[config.mk]
export PLATFORM = sky130hd
export DESIGN_NAME = turn_sched
export DESIGN_NICKNAME = d
export VERILOG_FILES = /design/src/rtl/turn_sched_pkg.sv /design/src/rtl/step_pacer.sv /design/src/rtl/turn_sched.sv
export SDC_FILE = /design/constraint.sdc
export NUM_CORES = 1
export LEC_CHECK = 0
export ABC_AREA = 1
export CAP_MARGIN = 25
export CELL_PAD_IN_SITES_DETAIL_PLACEMENT = 2
export CELL_PAD_IN_SITES_GLOBAL_PLACEMENT = 2
export CORE_ASPECT_RATIO = 2
export CORE_MARGIN = 5
export CORE_UTILIZATION = 31
export DETAILED_ROUTE_END_ITERATION = 7
export PLACE_DENSITY_LB_ADDON = 0.25
export SETUP_SLACK_MARGIN = 0.2
export SYNTH_ARGS = -nofsm -noshare
export SYNTH_HDL_FRONTEND = slang
export SYNTH_SLANG_ARGS = --single-unit
[constraint.sdc]
create_clock -name clk -period 2.1 [get_ports clk]
set_input_delay 0.525 -clock clk [delete_from_list [all_inputs] [get_ports clk]]
set_output_delay 0.525 -clock clk [all_outputs]
set_load 0.05 [all_outputs]
[src/rtl/turn_sched_pkg.sv]
// Shared encodings for the turn scheduler: game modes, FSM states, player-count limits.
// Also holds the player-count clamp used when SETUP latches num_pl.
package turn_sched_pkg;

    localparam logic [2:0] MODE_SETUP  = 3'b010;
    localparam logic [2:0] MODE_PLAY   = 3'b011;

    localparam int PLAYERS_MAX = 4;
    localparam int PLAYERS_MIN = 2;

    typedef enum logic [2:0] {
        IDLE,
        READY,
        STEP,
        GAP,
        ROTATE
    } state_t;

    function automatic logic [2:0] clamp_players(input logic [2:0] n);
        if (n < 3'(PLAYERS_MIN)) return 3'(PLAYERS_MIN);
        if (n > 3'(PLAYERS_MAX)) return 3'(PLAYERS_MAX);
        return n;
    endfunction

endpackage

[src/rtl/step_pacer.sv]
// Remaining-step and inter-strobe gap counters; registers the advance strobe.
// adv follows fire by one cycle; last/gap_end tell the FSM when to leave STEP/GAP.
module step_pacer #(
    parameter int STEP_GAP = 4,
    parameter int STEP_MAX = 7
) (
    input  logic       clk,
    input  logic       rst_n,
    input  logic       load,
    input  logic [2:0] load_cnt,
    input  logic       clr,
    input  logic       fire,
    input  logic       in_step,
    input  logic       in_gap,
    output logic       adv,
    output logic       last,
    output logic       gap_end
);

    localparam int RW = $clog2(STEP_MAX + 1);
    localparam int GW = $clog2(STEP_GAP + 1);

    logic [RW-1:0] rem_q, rem_d;
    logic [GW-1:0] gap_q, gap_d;
    logic          adv_q, adv_d;

    always_comb begin
        rem_d = rem_q;
        gap_d = gap_q;
        adv_d = fire;
        if (clr) begin
            rem_d = '0;
            gap_d = '0;
        end else if (load) begin
            rem_d = RW'(load_cnt);
        end else if (in_step) begin
            rem_d = rem_q - 1'b1;
            gap_d = GW'(STEP_GAP);
        end else if (in_gap) begin
            gap_d = gap_q - 1'b1;
        end
    end

    always_ff @(posedge clk or negedge rst_n) begin
        if (!rst_n) begin
            rem_q <= '0;
            gap_q <= '0;
            adv_q <= 1'b0;
        end else begin
            rem_q <= rem_d;
            gap_q <= gap_d;
            adv_q <= adv_d;
        end
    end

    assign adv     = adv_q;
    assign last    = (rem_q == RW'(1));
    assign gap_end = (gap_q == GW'(1));

endmodule

[src/rtl/turn_sched.sv]
// Turn scheduler: owns the current player and turns a K-step move into K spaced advance strobes.
// Optional lap detection / winner parking is built when TURN_SCHED_LAP_EN is defined.
module turn_sched
    import turn_sched_pkg::*;
#(
    parameter int STEP_GAP  = 4,
    parameter int STEP_MAX  = 7,
    parameter int BOARD_LEN = 24
) (
    input  logic       clk,
    input  logic       rst_n,
    input  logic [2:0] mode,
    input  logic [2:0] num_pl,
    input  logic       move_req,
    input  logic [2:0] move_steps,
    input  logic       miss,
    output logic [3:0] p_da,
    output logic       adv,
    output logic [1:0] turn,
    output logic       busy,
    output logic       move_done
`ifdef TURN_SCHED_LAP_EN
    ,
    output logic       lap_done,
    output logic [1:0] winner
`endif
);

    if (STEP_GAP < 1 || STEP_MAX < 1 || STEP_MAX > 7 || BOARD_LEN < 2 || BOARD_LEN > 32) begin : g_param_check
        $error("turn_sched: parameter out of range");
    end

    state_t     state_q, state_d;
    logic [1:0] turn_q, turn_d;
    logic [2:0] n_q, n_d;
    logic [3:0] p_da_q, p_da_d;
    logic       busy_q, busy_d;
    logic       done_q, done_d;
    logic       load, clr, fire, last, gap_end;
    logic [2:0] load_cnt;
    logic       lap_cut, parked;

    always_comb begin
        state_d  = state_q;
        turn_d   = turn_q;
        n_d      = n_q;
        load     = 1'b0;
        load_cnt = (move_steps > 3'(STEP_MAX)) ? 3'(STEP_MAX) : move_steps;
        if (mode != MODE_PLAY) begin
            state_d = IDLE;
            if (mode == MODE_SETUP) begin
                n_d    = clamp_players(num_pl);
                turn_d = 2'd0;
            end
        end else begin
            case (state_q)
                IDLE:   if (!parked) state_d = READY;
                READY: begin
                    if (move_req && move_steps != 3'd0) begin
                        load    = 1'b1;
                        state_d = STEP;
                    end else if (move_req || miss) begin
                        state_d = ROTATE;
                    end
                end
                STEP:   state_d = (last || lap_cut) ? ROTATE : GAP;
                GAP:    if (gap_end) state_d = STEP;
                ROTATE: begin
                    turn_d  = ({1'b0, turn_q} + 3'd1 == n_q) ? 2'd0 : turn_q + 2'd1;
                    state_d = parked ? IDLE : READY;
                end
                default: state_d = IDLE;
            endcase
        end
        fire   = (state_d == STEP);
        clr    = !(state_d == STEP || state_d == GAP);
        busy_d = (state_d == STEP || state_d == GAP || state_d == ROTATE);
        done_d = (state_d == ROTATE);
        // select follows the committed turn, so it only moves after ROTATE
        p_da_d = 4'b0001 << turn_d;
    end

    always_ff @(posedge clk or negedge rst_n) begin
        if (!rst_n) begin
            state_q <= IDLE;
            turn_q  <= 2'd0;
            n_q     <= 3'd2;
            p_da_q  <= 4'b0001;
            busy_q  <= 1'b0;
            done_q  <= 1'b0;
        end else begin
            state_q <= state_d;
            turn_q  <= turn_d;
            n_q     <= n_d;
            p_da_q  <= p_da_d;
            busy_q  <= busy_d;
            done_q  <= done_d;
        end
    end

    step_pacer #(
        .STEP_GAP (STEP_GAP),
        .STEP_MAX (STEP_MAX)
    ) u_pacer (
        .clk      (clk),
        .rst_n    (rst_n),
        .load     (load),
        .load_cnt (load_cnt),
        .clr      (clr),
        .fire     (fire),
        .in_step  (state_q == STEP),
        .in_gap   (state_q == GAP),
        .adv      (adv),
        .last     (last),
        .gap_end  (gap_end)
    );

`ifdef TURN_SCHED_LAP_EN
    logic [4:0] pos_q [PLAYERS_MAX];
    logic [4:0] pos_d [PLAYERS_MAX];
    logic       lap_q, lap_d, won_q, won_d;
    logic [1:0] win_q, win_d;

    always_comb begin
        pos_d = pos_q;
        lap_d = 1'b0;
        won_d = won_q | lap_q;
        win_d = win_q;
        if (mode == MODE_SETUP) begin
            for (int i = 0; i < PLAYERS_MAX; i++) pos_d[i] = '0;
            won_d = 1'b0;
            win_d = 2'd0;
        end else begin
            if (state_q == STEP)
                pos_d[turn_q] = (pos_q[turn_q] == 5'(BOARD_LEN - 1)) ? 5'd0 : pos_q[turn_q] + 5'd1;
            // flag the strobe that will carry the shadow from the last tile back to 0
            if (fire && pos_d[turn_q] == 5'(BOARD_LEN - 1)) begin
                lap_d = 1'b1;
                win_d = turn_q;
            end
        end
    end

    always_ff @(posedge clk or negedge rst_n) begin
        if (!rst_n) begin
            for (int i = 0; i < PLAYERS_MAX; i++) pos_q[i] <= '0;
            lap_q <= 1'b0;
            won_q <= 1'b0;
            win_q <= 2'd0;
        end else begin
            pos_q <= pos_d;
            lap_q <= lap_d;
            won_q <= won_d;
            win_q <= win_d;
        end
    end

    assign lap_cut  = lap_q;
    assign parked   = won_q;
    assign lap_done = lap_q;
    assign winner   = win_q;
`else
    assign lap_cut = 1'b0;
    assign parked  = 1'b0;
`endif

    assign p_da      = p_da_q;
    assign turn      = turn_q;
    assign busy      = busy_q;
    assign move_done = done_q;

endmodule

Word-level counts from Yosys, hierarchy flattened

Cells that the tools add are included.

Register bits after elaboration: 21
Input port bits: 13

$add $sub $neg: 4
$lt $le $gt $ge: 3
Equal/unequal tests: 15
Shifts and indexed selects: 1
Mux-type cells: 32
Reduce and logical (&&, ||, !) cells: 9

Operator list:

| operator              | count |
|---|---|
| $mux W3               | 17 |
| $eq A3 B2 Y1 const B  | 5 |
| $pmux W3 S4           | 1 |
| $mux W1               | 10 |
| $eq A3 B1 Y1 const B  | 3 |
| $mux W2               | 4 |
| $eq A3 B3 Y1 const B  | 2 |
| $gt A3 B3 Y1 const B  | 2 |
| $ne A3 B2 Y1 const B  | 2 |
| $sub A3 B1 Y3 const B | 2 |
| $reduce_and A2 Y1     | 2 |
| $shl A1 B2 Y4 const A | 1 |
| $add A2 B1 Y3 const B | 1 |
| $eq A3 B3 Y1          | 1 |
| $logic_not A3 Y1      | 1 |
| $logic_or A1 B1 Y1    | 3 |
| $lt A3 B2 Y1 const B  | 1 |
| $ne A3 B1 Y1 const B  | 1 |
| $reduce_bool A3 Y1    | 1 |
| $add A2 B1 Y2 const B | 1 |
| $ne A2 B2 Y1 const B  | 1 |
| $reduce_or A2 Y1      | 1 |
| $logic_and A1 B1 Y1   | 1 |

Depth between registers and ports, before layout

Depth in word-level cells: 9
Depth in mapped cells: 9
Gate-level depth less buffers: 9

Hierarchy

From an unflattened synthesis, not the netlist that was laid out.

Cell total of the unflattened synthesis: 159
Area, all modules: 1,194.9 um^2

By module, submodules not included:

| module     | instances | cells each | area an instance (um^2) | sequential area each (um^2) |
|---|---|---|---|---|
| turn_sched | 1         | 97         | 750.7                   | 352.8 |
| step_pacer | 1         | 62         | 444.2                   | 175.2 |

Least setup slack after synthesis

OpenSTA, ideal clock, no wires.

Path type: register to register
Start: reg turn_q[0] (netlist: turn[0])
End: reg p_da_q[3] (netlist: p_da[3])
Library setup time: 0.113 ns
Data arrival time: 1.503 ns
Required time: 1.987 ns
Slack: 0.484 ns
Cell stages (with the launch flop): 10
Cell sequence: dfrtp_1 ha_1 inv_1 nand2_1 nand2_1 nand3_1 nand3_1 nand2_1 nand2_1 inv_1

Word-level cells in the longest chain between the ends: 6
Elaborated cells between the ends (all ways): 8
Those cells by class: add/sub: 2; eq/ne: 1; shift: 1; mux: 4

RTL lines:

| item                   | line             | RTL |
|---|---|---|
| start, declared        | turn_sched.sv:34 | `logic [1:0] turn_q, turn_d;` |
| start signal, assigned | turn_sched.sv:93 | `turn_q <= turn_d;` |
| $add A2 B1 Y3          | turn_sched.sv:69 | `turn_d = ({1'b0, turn_q} + 3'd1 == n_q) ? 2'd0 : turn_q + 2'd1;` |
| $eq A3 B3 Y1           | turn_sched.sv:69 |  |
| $mux W2                | turn_sched.sv:69 |  |
| $mux W2                | turn_sched.sv:56 | `case (state_q)` |
| $mux W2 *              | turn_sched.sv:49 | `if (mode != MODE_PLAY) begin` |
| via turn_d[0]          | turn_sched.sv:34 |  |
| $shl A1 B2 Y4 *        | turn_sched.sv:80 | `p_da_d = 4'b0001 << turn_d;` |
| via p_da_d[3]          | turn_sched.sv:36 | `logic [3:0] p_da_q, p_da_d;` |
| end signal, assigned   | turn_sched.sv:95 | `p_da_q <= p_da_d;` |
| end, declared          | turn_sched.sv:36 |  |

The timed path passes the listed nets; every way through them passes the cells marked *.
A chain may end at the register's enable or synchronous reset.

Worst setup path in the final report

Start: in mode[0]
End: reg u_pacer.rem_q[2]

Word-level cells in the longest chain between the ends: 5
Elaborated cells between the ends (all ways): 9
Those cells by class: eq/ne: 4; mux: 4; reduce/logical: 1

RTL lines:

| item                                                            | line             | RTL |
|---|---|---|
| start, declared                                                 | turn_sched.sv:12 | `input logic [2:0] mode,` |
| $ne A3 B2 Y1 *                                                  | turn_sched.sv:49 |  |
| $mux W3                                                         | turn_sched.sv:49 |  |
| $eq A3 B2 Y1                                                    | turn_sched.sv:76 | `clr = !(state_d == STEP \|\| state_d == GAP);` |
| $logic_or A1 B1 Y1                                              | turn_sched.sv:76 |  |
| $ne A3 B2 Y1 (no source line) / $mux W3 (equally long branches) | n/a              |  |
| end signal, assigned                                            | step_pacer.sv:50 | `rem_q <= rem_d;` |
| end, declared                                                   | step_pacer.sv:23 | `logic [RW-1:0] rem_q, rem_d;` |

Mark *: on every way between the ends. The rest lies on a longest branch, timed or not.

==> reports/qor.yml <==
power:
  p_clk_frac: 0.345
  leakage_nw: 0.697
  power_switching_mw: 0.195
  p_int_mw: 0.589
  combPwrFrac: 0.110
  ir_drop_uv: 283
  finalPower_mw: 0.784
  sw_frac_of_total: 0.248
  power_density_nw_per_um2: 536
  seqPwrFrac: 0.544
sta:
  worst_pin_slew_ns: 0.512
  fmax_ghz: 0.561
  hold_viol_final: 0
  drv_slew: 0
  finalSetupViolCount: 0
  max-slew-margin-rel: 0.660
  fin_tns_setup_ns: 0
  period_minus_slack_ns: 1.78
  clock_skew_ns: 0.00503
  rsz0062_at_grt: "no"
  post-route-period-util: 0.849
finish:
  final_net_count: 188
  diodes: 0
  n_fill_cell: 433
  layout_common_cells: "nand2_1 (33), inv_1 (23), nor2_1 (19), dfrtp_1 (19), clkdlybuf4s50_1 (12)"
  mostFrequentLayoutCell: "nand2_1"
  layout-drive-gt1-share: 0.130
  area_growth_syn_to_layout_pct: 27.9
route:
  routed_wl_mm: 3.29
  first_iter_violations: 7
  wire_per_inst_um: 15.1
  drt-vias-per-instance: 4.76
  antenna_left: 0
  drc_errors: 0
  drtPass1Iterations: 3
  num_vias: 1037
clocking:
  cts_tree: "built"
  cts_sinks: 21
  ctsHtreeMaxLevel: 1
  clk_path_buf_depth: 2
  post_cts_buffers: 0
  cts_made_buffers: 3
  clk_pin_slew_ns: 0.08
  root_buffer: "clkbuf_8"
  clk_latency_ns: 0.26
  holdBufCountCts: 0
  cts_resized: 7
synthesis:
  synthTopCellsByArea: "dfrtp_1 (42%), nand2_1 (11%), inv_1 (7.5%)"
  syn_area_um2: 1140
  ys_types: 22
  yosys_register_bits: 21
  netlist_instances: 142
  syn-num-nets: 160
  synth_area_leader_cell: "dfrtp_1"
  yosysSeqAreaShare: 0.462
  synth_area_per_cell_um2: 8.05
  yosys.area.top_type_share: 0.416
  yosysWarnings: 0
setup_path:
  path_class: "input pin to register"
  critPathLaunchType: "input pin"
  reg2reg_slack_ns: 0.53
  timing.rr.end: "p_da[3]"
  cp.required_ns: 2.30
  critPathArrivalTime_ns: 1.98
  reg2reg_from: "turn[0]"
  critPathCaptureType: "register"
  r2r_cells: 9
  crit_fanout: 8
worst_hold_path:
  min_from: "n_q[1]"
  hold_class: "register to register"
  min_delay_path_depth: 2
  whs_endpoint: "n_q[1]"
placed_design:
  dp_hpwl_mm: 2.69
  port-buffer-count: 21
  gp_congestion: 0.753
global_routing:
  grt_max_degree: 22
  antenna_found_initial: 0
  grt_pass1_wl_mm: 5.36
  grt_pass1_vias: 1190
  grt_overflow: 0
  grt.total_usage: 0.147
floorplanning:
  start_util: 0.317
  core_um2: 3610
  dieArea_um2: 5080
  dieWidth_um: 52.9
  num_rows: 31
  io-pin-count: 22
  die_y_um: 95.9
job:
  drv_cap: 0
run_status:
  status: "finished, final reports clean"
[synthesized netlist by cell type (all sizes together)]
master / n
o21ai: 3
inv: 25
nand3: 10
xnor2: 3
nor2: 23
dfrtp: 19
ha: 5
or2: 1
nand2: 34
nand4: 3
nand3b: 2
mux2: 1
dfstp: 2
a21oi: 11
[worst max-delay path: stages]
cell and delay, ns:
clkdlybuf4s50_1 0.51, nand2_1 0.08, nor2_2 0.26, nand4_1 0.26
nand3_1 0.17, nand2_1 0.07, nor2_1 0.10
[flip-flops by register name, indices dropped and copies added, names as in the netlist]
register,count
busy,1
u_pacer.gap_q,3
turn,2
state_q,3
move_done,1
u_pacer.rem_q,3
n_q,3
p_da,4
u_pacer.adv,1
[kinds of logic (layout without fill, tap and decap cells)]
group / Yosys count / count (layout) / share of synthesized area
fa+ha+maj: 5 / 5 / 0.0547
simple gates: 73 / 73 / 0.294
buf+inv: 25 / 52 / 0.0821
mux: 1 / 1 / 0.00985
compound gates: 14 / 14 / 0.0744
xor+xnor: 3 / 3 / 0.0230
flops: 21 / 21 / 0.462
[stage by stage]
| stage | utilization | hold WS [ns] | instance area, µm² | setup WS, ns | cells |
|---|---|---|---|---|---|
| finish | 0.405 | 0.531 | 1460 | 0.318 | 218 |
| global route | 0.405 | 0.553 | 1460 | 0.202 | 218 |
| CTS | 0.405 | 0.528 | 1460 | 0.318 | 218 |
| detailed placement | 0.395 | 0.511 | 1430 | 0.0579 | 214 |
| global placement | 0.395 | 0.504 | 1430 | 0.167 | 214 |
| floorplan | - | 0.229 | 1140 | 0.484 | 142 |
[power groups by stage]
stage                     Clock [mW]  Combinational [mW]  Sequential [mW]
after floorplan                    0              0.0368            0.434
after global placement             0              0.0842            0.434
after detailed placement           0              0.0881            0.435
after CTS                      0.279              0.0885            0.427
after global routing           0.294              0.0959            0.429
final                          0.271              0.0863            0.427
[area by class of cell]
| cell class | count | area [µm²] | share of cell area |
|---|---|---|---|
| Sequential cell | 21 | 528 | 0.361 |
| Multi-Input combinational cell | 96 | 522 | 0.357 |
| Timing Repair Buffer | 23 | 211 | 0.145 |
| Inverter | 25 | 93.8 | 0.0642 |
| Tap cell | 49 | 61.3 | 0.0419 |
| Clock buffer | 3 | 41.3 | 0.0282 |
| Clock inverter | 1 | 5.00 | 0.00342 |
[layer usage]
layer,vias up,track usage,part of all wire
met5,-,0,0
met4,0,0.0938,0.053
met3,15,0.0248,0.034
met2,24,0.288,0.60
met1,506,0.127,0.32
li1,492,-,-
[how the worst max path moves through the flow]
| stage | from | endpoint | cells past startpoint | slack [ns] |
|---|---|---|---|---|
| floorplan | turn[0] | p_da[3] | 9 | 0.48 |
| global placement | mode[0] | u_pacer.rem_q[0] | 7 | 0.17 |
| detailed placement | mode[0] | u_pacer.rem_q[1] | 7 | 0.06 |
| CTS | mode[0] | u_pacer.rem_q[2] | 7 | 0.32 |
| global route | mode[0] | u_pacer.rem_q[1] | 7 | 0.20 |
| finish | mode[0] | u_pacer.rem_q[2] | 7 | 0.32 |
No activity file was read; power rests on OpenSTA's default activity.
